**config.mk**
```make
export PLATFORM = sky130hd
export DESIGN_NAME = status_clr_req_sck_flat
export DESIGN_NICKNAME = d
export VERILOG_FILES = /design/src/rtl/status_clr_req_sck_if.sv /design/src/rtl/status_clr_req_sck.sv /design/src/flat_wrapper.sv
export SDC_FILE = /design/constraint.sdc
export NUM_CORES = 1
export LEC_CHECK = 0
export BUFFER_PORTS_ARGS = -buffer_cell sky130_fd_sc_hd__buf_2
export CAP_MARGIN = 20
export CORE_MARGIN = 3
export CORE_UTILIZATION = 30
export CTS_BUF_LIST = sky130_fd_sc_hd__clkbuf_16
export DETAILED_ROUTE_END_ITERATION = 8
export GPL_TIMING_DRIVEN = 0
export PLACE_DENSITY = 0.47
export SETUP_SLACK_MARGIN = 0.15
export SYNTH_ARGS = -nofsm -noshare
export SYNTH_HDL_FRONTEND = slang
export SYNTH_SLANG_ARGS = --single-unit
export TNS_END_PERCENT = 100
```
**constraint.sdc**
```tcl
create_clock -name SCK -period 2.33 [get_ports SCK]
set_clock_uncertainty 0.1 [all_clocks]
set_input_delay 0.3495 -clock SCK [delete_from_list [all_inputs] [get_ports SCK]]
set_output_delay 0.3495 -clock SCK [all_outputs]
set_load 0.005 [all_outputs]
```
**src/rtl/status_clr_req_sck_if.sv**
```systemverilog
// Status-clear write/request bundle between the SPI register decode, the SCK-side
// request initiator and the HF_CLK-side clear receiver.
interface status_clr_req_sck_if;
    logic       clr_wr;
    logic [7:0] clr_lo;
    logic [5:0] clr_hi;
    logic       status_clr_ack_tgl_hf;
    logic       status_clr_req_tgl_sck;
    logic [7:0] status_clr_lo_sck;
    logic [5:0] status_clr_hi_sck;
    logic       clr_busy;
    logic       clr_merged;

    modport master (
        output clr_wr, clr_lo, clr_hi, status_clr_ack_tgl_hf,
        input  status_clr_req_tgl_sck, status_clr_lo_sck, status_clr_hi_sck,
               clr_busy, clr_merged
    );

    modport slave (
        input  clr_wr, clr_lo, clr_hi, status_clr_ack_tgl_hf,
        output status_clr_req_tgl_sck, status_clr_lo_sck, status_clr_hi_sck,
               clr_busy, clr_merged
    );
endinterface

```
**src/rtl/status_clr_req_sck.sv**
```systemverilog
// SCK-side status-clear requester: turns clear writes into a req toggle plus a stable
// 14-bit mask, and folds writes arriving mid-flight into one follow-up request.
module status_clr_req_sck (
    input  logic                 SCK,
    input  logic                 RST_sync,
    status_clr_req_sck_if.slave  bus
);

    typedef enum logic [1:0] {
        IDLE     = 2'd0,
        LOAD     = 2'd1,
        WAIT_ACK = 2'd2
    } state_t;

    state_t      state_q;
    logic [13:0] mask_q;
    logic [13:0] pend_q;
    logic        req_q;
    logic        ack_ff1_q;
    logic        ack_ff2_q;
    logic        ack_prev_q;
    logic        merged_q;

    logic [13:0] wr_mask;
    logic [13:0] reload_mask;
    logic        wr_nz;
    logic        ack_edge;

    assign wr_mask     = {bus.clr_hi, bus.clr_lo};
    assign wr_nz       = bus.clr_wr && (wr_mask != 14'd0);
    assign ack_edge    = ack_ff2_q ^ ack_prev_q;
    // A write landing on the ack cycle joins the reissued mask instead of waiting a round trip.
    assign reload_mask = pend_q | (wr_nz ? wr_mask : 14'd0);

    always_ff @(posedge SCK) begin
        if (RST_sync) begin
            state_q    <= IDLE;
            mask_q     <= 14'd0;
            pend_q     <= 14'd0;
            req_q      <= 1'b0;
            ack_ff1_q  <= 1'b0;
            ack_ff2_q  <= 1'b0;
            ack_prev_q <= 1'b0;
            merged_q   <= 1'b0;
        end else begin
            ack_ff1_q  <= bus.status_clr_ack_tgl_hf;
            ack_ff2_q  <= ack_ff1_q;
            ack_prev_q <= ack_ff2_q;

            case (state_q)
                IDLE: begin
                    if (wr_nz) begin
                        mask_q  <= wr_mask;
                        state_q <= LOAD;
                    end
                end
                LOAD: begin
                    req_q   <= ~req_q;
                    state_q <= WAIT_ACK;
                    if (wr_nz) begin
                        pend_q   <= reload_mask;
                        merged_q <= 1'b1;
                    end
                end
                WAIT_ACK: begin
                    if (ack_edge) begin
                        if (reload_mask != 14'd0) begin
                            mask_q  <= reload_mask;
                            pend_q  <= 14'd0;
                            state_q <= LOAD;
                        end else begin
                            state_q <= IDLE;
                        end
                        if (wr_nz) merged_q <= 1'b1;
                    end else if (wr_nz) begin
                        pend_q   <= reload_mask;
                        merged_q <= 1'b1;
                    end
                end
                default: state_q <= IDLE;
            endcase
        end
    end

    assign bus.status_clr_req_tgl_sck = req_q;
    assign bus.status_clr_lo_sck      = mask_q[7:0];
    assign bus.status_clr_hi_sck      = mask_q[13:8];
    assign bus.clr_busy               = (state_q != IDLE) || (pend_q != 14'd0);
    assign bus.clr_merged             = merged_q;

endmodule

```
**src/flat_wrapper.sv**
```systemverilog
// flat-port wrapper written by rule: the top's interface ports become plain ports
module status_clr_req_sck_flat 
  (SCK, RST_sync, bus_clr_wr, bus_clr_lo, bus_clr_hi, bus_status_clr_ack_tgl_hf, bus_status_clr_req_tgl_sck, bus_status_clr_lo_sck, bus_status_clr_hi_sck, bus_clr_busy, bus_clr_merged);
  status_clr_req_sck_if bus_i ();
  input  logic SCK;
  input  logic RST_sync;
  input wire logic [$bits(bus_i.clr_wr)-1:0] bus_clr_wr;
  input wire logic [$bits(bus_i.clr_lo)-1:0] bus_clr_lo;
  input wire logic [$bits(bus_i.clr_hi)-1:0] bus_clr_hi;
  input wire logic [$bits(bus_i.status_clr_ack_tgl_hf)-1:0] bus_status_clr_ack_tgl_hf;
  output wire logic [$bits(bus_i.status_clr_req_tgl_sck)-1:0] bus_status_clr_req_tgl_sck;
  output wire logic [$bits(bus_i.status_clr_lo_sck)-1:0] bus_status_clr_lo_sck;
  output wire logic [$bits(bus_i.status_clr_hi_sck)-1:0] bus_status_clr_hi_sck;
  output wire logic [$bits(bus_i.clr_busy)-1:0] bus_clr_busy;
  output wire logic [$bits(bus_i.clr_merged)-1:0] bus_clr_merged;
  assign bus_i.clr_wr = bus_clr_wr;
  assign bus_i.clr_lo = bus_clr_lo;
  assign bus_i.clr_hi = bus_clr_hi;
  assign bus_i.status_clr_ack_tgl_hf = bus_status_clr_ack_tgl_hf;
  assign bus_status_clr_req_tgl_sck = bus_i.status_clr_req_tgl_sck;
  assign bus_status_clr_lo_sck = bus_i.status_clr_lo_sck;
  assign bus_status_clr_hi_sck = bus_i.status_clr_hi_sck;
  assign bus_clr_busy = bus_i.clr_busy;
  assign bus_clr_merged = bus_i.clr_merged;
  status_clr_req_sck u_core (.SCK(SCK), .RST_sync(RST_sync), .bus(bus_i));
endmodule
```
# Yosys cells after proc, flatten, opt, wreduce, memory -nomap -nowiden
# Index checks and enable logic that the tools add are counted.
# op_classes
eq_ne	6
n_mux	13
bitwise_logic	3
n_reduce_logical	14
# ops
op	count
$mux W14	7
$pmux W14 S2	2
$reduce_bool A14 Y1	3
$or A14 B14 Y14	1
$ne A2 B1 Y1 const B	3
$pmux W2 S3	1
$reduce_and A2 Y1	3
$reduce_bool A2 Y1	3
$mux W2	2
$reduce_and A4 Y1	1
$ne A3 B3 Y1 const B	1
$eq A2 B1 Y1 const B	1
$eq A2 B2 Y1 const B	1
$logic_not A2 Y1	1
$reduce_or A2 Y1	1
$logic_and A1 B1 Y1	1
$logic_or A1 B1 Y1	1
$mux W1	1
$not A1 Y1	1
$xor A1 B1 Y1	1
# totals
register_bits	35
inputBits	18
out_inout_bits	17
word_cells	44

# Longest topological paths before layout
# depth
ltp_word	8
depth_mapped	9
mapped_depth_nobuf	7

# Least setup slack after synthesis
# OpenSTA, ideal clock, no wires.
# synth_path
path_kind	flip-flop to flip-flop
from	reg u_core.state_q[0]
to	reg u_core.mask_q[0]
setup_ns	0.080
arrival_time_ns	1.916
t_required_ns	2.150
setup_slack_ns	0.233
path_stages_with_launch	10
n_path_buf	3
period_less_slack_ns	2.097
path_cell_list	dfxtp_1 inv_1 ha_1 clkbuf_1 a21oi_1 o21ai_2 or3_1 buf_6 buf_12 a211oi_2
# synth_between
elab_chain_cells	3
elab_cells_between_ends	8
cone_classes	eq/ne: 4; mux: 1; reduce/logical: 3
# synth_lines
element	line	text
start, declared	status_clr_req_sck.sv:15	state_t state_q;
start signal, assigned	status_clr_req_sck.sv:37	state_q <= IDLE;
start signal, assigned	status_clr_req_sck.sv:54	state_q <= LOAD;
start signal, assigned	status_clr_req_sck.sv:59	state_q <= WAIT_ACK;
$eq A2 B2 Y1 or $logic_not A2 Y1 (tied branches)	status_clr_req_sck.sv:50	case (state_q)
$ne A2 B1 Y1 (no line) or $reduce_bool A2 Y1 (tied branches)	-	
$reduce_and A4 Y1 (no line)	-	
end signal, assigned	status_clr_req_sck.sv:53	mask_q <= wr_mask;
end signal, assigned	status_clr_req_sck.sv:68	mask_q <= reload_mask;
end, declared	status_clr_req_sck.sv:16	logic [13:0] mask_q;
# Several ways; a longest one is shown, not always the timed one.
# A chain may end at the register's enable or synchronous reset.

# Final worst setup path
# layout_path
from	reg u_core.state_q[0]
to	reg u_core.mask_q[11]
# The elaborated chain is that of the path after synthesis.

==> impl_metrics.toml <==
[yosys]
syn_area_per_cell_sq_um = 9.34
synth_nets = 203
synth_top_cell_area_share = 0.417
synth_area_leaders = "dfxtp_1, a211oi_2, a22o_1, nor4_1, a21oi_1"
ys_ff_latch = 35
ys_types = 32
yosysWarningCount = 0
netlist_area_sq_um = 1680
ys_seq_area_frac = 0.417
netlist_instances = 180
yosysTopAreaCell = "dfxtp_1"

[setup_path]
start_kind = "register"
cp.required_ps = 2370
crit_type = "reg2reg"
crit_fanout = 10
crit_top_cell = "buf_4"
max_stage_delay_ps = 400
cp_slowest_cell = "nor4_1"
cp-end-kind = "register"
arrival_ps = 2130
critPathBufInv = 4
critical_path.top_delay_family = "buffers and inverters"
path_cells = "inv_1 > ha_1 > buf_4 > a21oi_4 > o21ai_4 > buf_4 > buf_2 > nor4_1 > a211oi_2"

[power]
power.density_nw_per_um2 = 1250
irDropWorstVdd_mv = 0.498
p_leak_nw = 0.917
power.total_mw = 2.74

[finish]
area_delta_synth_final_pct = 30.2
layout-drive-gt1-share = 0.343
diodes = 0
nets = 252
final_cell_mix = "buf_2, dfxtp_1, inv_1, nor2_1, a21oi_1"
fin_util = 0.415
n_fill_cell = 562
final_common_cell = "buf_2"

[timing]
worst_slack_ps = 239
timing.fmax_mhz = 478
whs_ps = 181
timing.final.crit_share = 0.897
hold_violations = 0
finalMaxSlewViolations = 0
relSlewSlack = 0.600
finalSetupViolations = 0
worst_slew_pin_slew_ps = 601
grt_setup_unrepaired = "true"
fin_crit_ps = 2090

[placed_design]
post-dp-hpwl_mm = 3.23
place.gp.congestion = 0.761
io_buffers = 34
place_ws_ps = -24.8

[grt]
grt_usage = 0.141
antenna_found_initial = 0
grt_first_pass_wirelength_mm = 6.91
grtUsageMet2 = 0.193
grt_pass1_vias = 1352
grt_start_max_net_pins = 11
grt_use_met1 = 0.201
grt_use_met3 = 0.0410
gr-total-overflow = 0
busiest_layer = "met1"

[min_path]
hold_class = "in2reg"

[clocking]
cts_buffer_depth = 2
clock_latency_ps = 280
cts_hold_buf = 0
clkTransAtPathRegs_ps = 50
cts_tree = "yes"
cts_sinks = 35
cts-htree-levels = 2
cts_root_buffer = "clkbuf_16"
cts_buffers = 5

[floorplan]
fp.dieH_microns = 80.9
core_sq_um = 5270
die_x_microns = 80.9
num_rows = 26
die_area_sq_um = 6540
pin_count = 35
initial_core_util = 0.319

[drt]
ant_nets = 0
dr.pass1.iters = 4
vias = 1458
routed_via_density = 4.86
drt-total-wl_mm = 4.37
drc = 0
first_iter_violations = 55
wire_per_inst_microns = 14.6

[outcome]
status = "complete, no violations"

[flow_run]
maxCapViolations = 0
==> path summary, 6_finish.rpt <==
kind / startpoint / endpoint / slack, ps / cells after the start
min: RST_sync / u_core.ack_prev_q / 180 / 2
max reg2reg: u_core.state_q[0] / u_core.mask_q[11] / 240 / 9
min reg2reg: u_core.ack_ff1_q / u_core.ack_ff2_q / 330 / 1
max: u_core.state_q[0] / u_core.mask_q[11] / 240 / 9
==> flip-flops by register name (all words and copies together), names as in the netlist <==
signal / flops
u_core.ack_ff1_q: 1
u_core.ack_ff2_q: 1
u_core.ack_prev_q: 1
u_core.bus.clr_merged: 1
u_core.bus.status_clr_req_tgl_sck: 1
u_core.mask_q: 14
u_core.pend_q: 14
u_core.state_q: 2
==> metal layers <==
metal | wire length, microns | vias to the layer above | part of all wire
li1 | - | 746 | -
met1 | 2270 | 674 | 0.52
met2 | 1820 | 32 | 0.42
met3 | 197 | 6 | 0.045
met4 | 79 | 0 | 0.018
met5 | 0 | - | 0
==> report_power, final <==
group / switching, mW / internal [mW]
registers: 0.109 / 0.790
logic: 0.630 / 0.578
clock network: 0.247 / 0.384
total: 0.985 / 1.75
==> Yosys cell counts <==
cell	instances
buf_2	1
nand2_1	3
mux2i_1	1
nor2b_1	6
a211oi_2	10
nor2_1	20
clkbuf_1	6
a21oi_1	15
nor4_2	2
nand2b_1	1
and2_1	1
a21o_1	1
ha_1	5
a22o_2	1
o41a_2	1
or3_1	1
a211o_2	1
buf_1	2
a311oi_1	1
a211oi_1	5
nor3_1	3
nor4_1	17
nand4_1	1
buf_12	1
buf_6	2
o21ai_2	1
nand3_2	1
xnor2_1	2
a2111oi_4	1
a22o_1	13
dfxtp_1	35
inv_1	19
==> repair_timing <==
action,4_1_cts,5_1_grt
endpoints found under the setup margin,14,18
setup buffers,0,8
gates cloned,0,0
resized for setup,5,10
pin swaps,1,3
==> stage by stage <==
| step | area (sq um) | instances | TNS (ps) |
|---|---|---|---|
| final | 2190 | 300 | 0 |
| after global routing | 2190 | 300 | 0 |
| after CTS | 2090 | 292 | 0 |
| after detailed placement | 1940 | 284 | -51.7 |
| after global placement | 1940 | 284 | -8.04 |
| after floorplan | 1680 | 180 | 0 |
==> logic make-up (layout without fill, tap and decap cells) <==
group           count (synthesis)  in the layout  share of synthesized area
xor+xnor                        2              2                     0.0104
buf+inv                        31             81                     0.0885
compound gates                 50             50                      0.260
mux                             1              1                    0.00595
flops                          35             35                      0.417
simple gates                   56             56                      0.182
fa+ha+maj                       5              5                     0.0372
==> final cells by class <==
type                            count  area [sq um]  share of cell area
Sequential cell                    35           703               0.321
Inverter                           19          71.3              0.0326
Clock buffer                        5           125              0.0571
Timing Repair Buffer               42           230               0.105
Tap cell                           70          87.6              0.0400
Clock inverter                      3          11.3             0.00514
Multi-Input combinational cell    114           878               0.401
Buffer                             12          82.6              0.0377
Note: power is estimated with default switching activity, not from simulation.
